[src/rtl/prbs8_popcount.sv]
// Number of set bits in an 8-bit word; used for per-bit error accounting.
module prbs8_popcount (
  input  logic [7:0] word,
  output logic [3:0] count
);

  always_comb begin
    count = 4'd0;
    for (int k = 0; k < 8; k++) begin
      count = count + {3'b000, word[k]};
    end
  end

endmodule

[config.mk]
export PLATFORM = sky130hd
export DESIGN_NAME = prbs8_popcount
export DESIGN_NICKNAME = d
export VERILOG_FILES = /design/src/rtl/prbs8_popcount.sv
export SDC_FILE = /design/constraint.sdc
export NUM_CORES = 1
export LEC_CHECK = 0
export CORE_AREA = 2 2 39 41
export DETAILED_ROUTE_END_ITERATION = 10
export DIE_AREA = 0 0 41 43
export GPL_ROUTABILITY_DRIVEN = 1
export SLEW_MARGIN = 20
export SYNTH_ARGS = -nofsm -noshare
export SYNTH_HDL_FRONTEND = slang
export SYNTH_SLANG_ARGS = --single-unit
[constraint.sdc]
create_clock -name vclk -period 5.4
set_input_delay 1.08 -clock vclk [all_inputs]
set_output_delay 1.08 -clock vclk [all_outputs]
set_load 0.02 [all_outputs]
=== After elaboration in Yosys (flattened, before gate mapping) ===
Index checks and enable logic that the tools add are counted.

* Output and inout port bits: 4
* Bits in registers: 0
* Input bits: 8
* Word-level logic and storage cells: 7

* Add/sub/neg operators: 7

{| class="wikitable"
|+ Operator list
! cell !! count
|-
| $add 4x1->4 || 4
|-
| $add 3x1->4 || 1
|-
| $add 2x1->3 || 1
|-
| $add 1x1->2 || 1
|}

=== Longest topological paths before layout ===
* Depth in word-level cells: 7
* Gate-level depth with buffers: 9
* Mapped depth without buffers: 9

=== Worst setup path after synthesis ===
OpenSTA, ideal clock, no wires.

* Path kind: input port to output port
* Start: input word[0]
* End: output count[2]
* Stages on the path: 9
* Arrival: 3.508 ns
* Required time: 4.320 ns
* Setup slack: 0.812 ns
* Buffers on the path: 0
* Path through: inv_1 -> fa_1 -> fa_1 -> fa_1 -> inv_1 -> ha_1 -> inv_1 -> fa_1 -> xnor2_1

* Longest elaborated chain between the ends: 7

{| class="wikitable"
|+ RTL lines
! item !! RTL line !! source
|-
| start: declaration || 3 || <nowiki>input logic [7:0] word,</nowiki>
|-
| $add 1x1->2 || 10 || <nowiki>count = count + {3'b000, word[k]};</nowiki>
|-
| $add 2x1->3 || 10 ||
|-
| $add 3x1->4 || 10 ||
|-
| $add 4x1->4 (4 in series) || 10 ||
|-
| end: declaration || 4 || <nowiki>output logic [3:0] count</nowiki>
|}

Every way passes these cells.

=== Worst setup path after layout ===
* Start: input word[0]
* End: output count[1]

The elaborated chain is that of the path after synthesis.

==> impl_metrics.yaml <==
die:
  core_mm2: 0.00138
  ios: 12
  die-area_mm2: 0.00176
  die_y_um: 43
  start_util: 0.137
  rows: 14
  die_width_um: 41
cells_and_area:
  nFillCells: 166
  n_clock_buffer: 0
  nets: 53
  layout_common_cells: "inv_1 (14), clkdlybuf4s50_1 (10), fa_1 (4), ha_1 (3)"
  drive_gt1_frac: 0.0278
  synthToLayoutAreaGrowth_pct: 70.4
  layout_commonest_cell: "inv_1"
  final_util: 0.234
  diodes: 0
  final_area_um2: 324
  seq_cells: 0
  ff_latch_area_um2: 0
critical_path:
  cpPeakStageDelay_ns: 0.56
  cp-start-kind: "input port"
  worst-path-buf-inv: 6
  path_cells: "clkdlybuf4s50_1 > inv_1 > fa_1 > fa_1 > fa_1 > inv_1 > ha_1 > inv_1 > fa_1 > inv_1 > dlygate4sd2_1"
  critPathMaxFanout: 2
  worst_setup_path_end_kind: "primary output"
  crit_slowest_cell: "fa_1"
  cp_top_family: "adder cells"
  cp.required_ns: 4.32
  arrival_ns: 4.14
  setup.worst_path.class: "input port to primary output"
grt:
  gr-usage-met3: 0
  first_global_vias: 164
  grt_max_degree: 3
  grtUsageMet2: 0.0969
  top_usage_layer: "met2"
  grt_pass1_wl_um: 558
  grt_usage: 0.0432
  antenna_found_initial: 0
  use_met1: 0.0386
  grt_remaining_overflow: 0
timing:
  fmax_mhz: 192
  hold_viol: 0
  setup_viol: 0
  fin_crit_ns: 5.22
  slew_viol_final: 0
  period_share: 0.966
  hold_ws_ns: 3.23
  rsz0062_at_grt: "false"
  slew_headroom: 0.855
  tightest_slew_ns: 0.217
route:
  drc_errors: 0
  drtPass1Iterations: 1
  drtIter0Drc: 0
  drt-wirelength-per-cell_um: 6.60
  vias_per_cell: 3.33
  drt-total-wl_um: 343
  vias: 173
  antenna_left: 0
synthesis:
  yosysSeqAreaShare: 0
  synthesis.nets: 39
  synth_compound_area_frac: 0.0263
  yosys-top-cells-area: "fa_1 (42%), inv_1 (28%), ha_1 (20%), xnor2_1 (4.6%), nor2b_1 (3.3%)"
  synth_cells: 24
  synth_top_area_frac: 0.421
  synthXorXnorAreaFrac: 0.0461
  post-synth-top-area-cell: "fa_1"
  synth_top_family_by_area: "adder cells"
  yosys_warnings: 0
  syn_area_um2: 190
  avgSynthCellArea_um2: 7.92
  synth_fa_ha_area_frac: 0.618
  yosys.area_share.simple: 0.0329
  synth_cell_types: 6
  muxShareOfSynthArea: 0
clock_network:
  post_cts_buffers: 0
  ctsHoldBuffers: 0
run_status:
  status: "finished clean"
power:
  pwr-share-comb: 1.000
  swShare: 0.527
  intPower_mw: 0.0318
  p_leak_nw: 0.177
  power_frac_seq: 0
  vdd_drop_max_mv: 0.0451
  total_power_mw: 0.0671
  pwr-share-clk: 0
  power_switching_mw: 0.0353
  p_per_area_mw_per_mm2: 207
place:
  place.detailed.hpwl_um: 343
  gp_congestion: 0.519
  port_buffers: 12
  postPlaceCellArea_um2: 330
min_path:
  min_path_type: "input port to primary output"
job:
  cap_violations: 0
-- layout make-up --
type                       instances  area (µm²)  area share
multi-input combinational         10         138       0.425
inverter                          14        52.6       0.162
tap                               16        20.0      0.0618
timing repair buffer              12         114       0.351
-- synth_stat cells --
| cell type | n |
|---|---|
| inv_1 | 14 |
| fa_1 | 4 |
| ha_1 | 3 |
| a21oi_1 | 1 |
| nor2b_1 | 1 |
| xnor2_1 | 1 |
-- final timing paths --
check / from / endpoint / slack, ns / cells past startpoint
worst max-delay path: word[0] / count[1] / 0.18 / 11
worst min-delay path: word[2] / count[2] / 3.23 / 6
-- worst min-delay path, delay by kind of cell --
kind / cells / cell delay (ns)
xor gates and xnor gates: 1 / 0.06
adders and majority gates: 2 / 0.38
buffers and inverters: 3 / 0.62
-- logic make-up (layout without fill, tap and decap cells) --
kind of cell,Yosys count,in the layout
and+or+nand+nor,1,1
buffers and inverters,14,26
AOI/OAI and AO/OA,1,1
xor gates and xnor gates,1,1
adders and majority gates,7,7
-- power by group through the flow --
stage	Sequential, mW	Combinational [mW]	Clock [mW]
CTS	0	0.0702	0
finish	0	0.0671	0
global placement	0	0.0736	0
floorplan	0	0.0435	0
detailed placement	0	0.0755	0
global route	0	0.0770	0
-- layer usage --
metal  vias up  wire [µm]
met1        82         94
met5         -          0
met4         0          0
li1         86          -
met3         0         26
met2         5        221
-- stage by stage --
step	setup slack (ns)	instances	setup TNS [ns]
2_1_floorplan	0.812	24	0
3_3_place_gp	-0.115	52	-0.174
3_5_place_dp	-0.155	52	-0.277
4_1_cts	0.110	52	0
5_1_grt	0.0222	52	0
6_report	0.184	52	0
-- what timing repair did --
item | CTS | global route
pin swaps | 0 | 0
hold endpoints to repair | 0 | 0
gates cloned | 0 | 0
endpoints found under the setup margin | 2 | 1
gates resized for setup | 2 | 3
No activity file was read; power rests on OpenSTA's default activity.
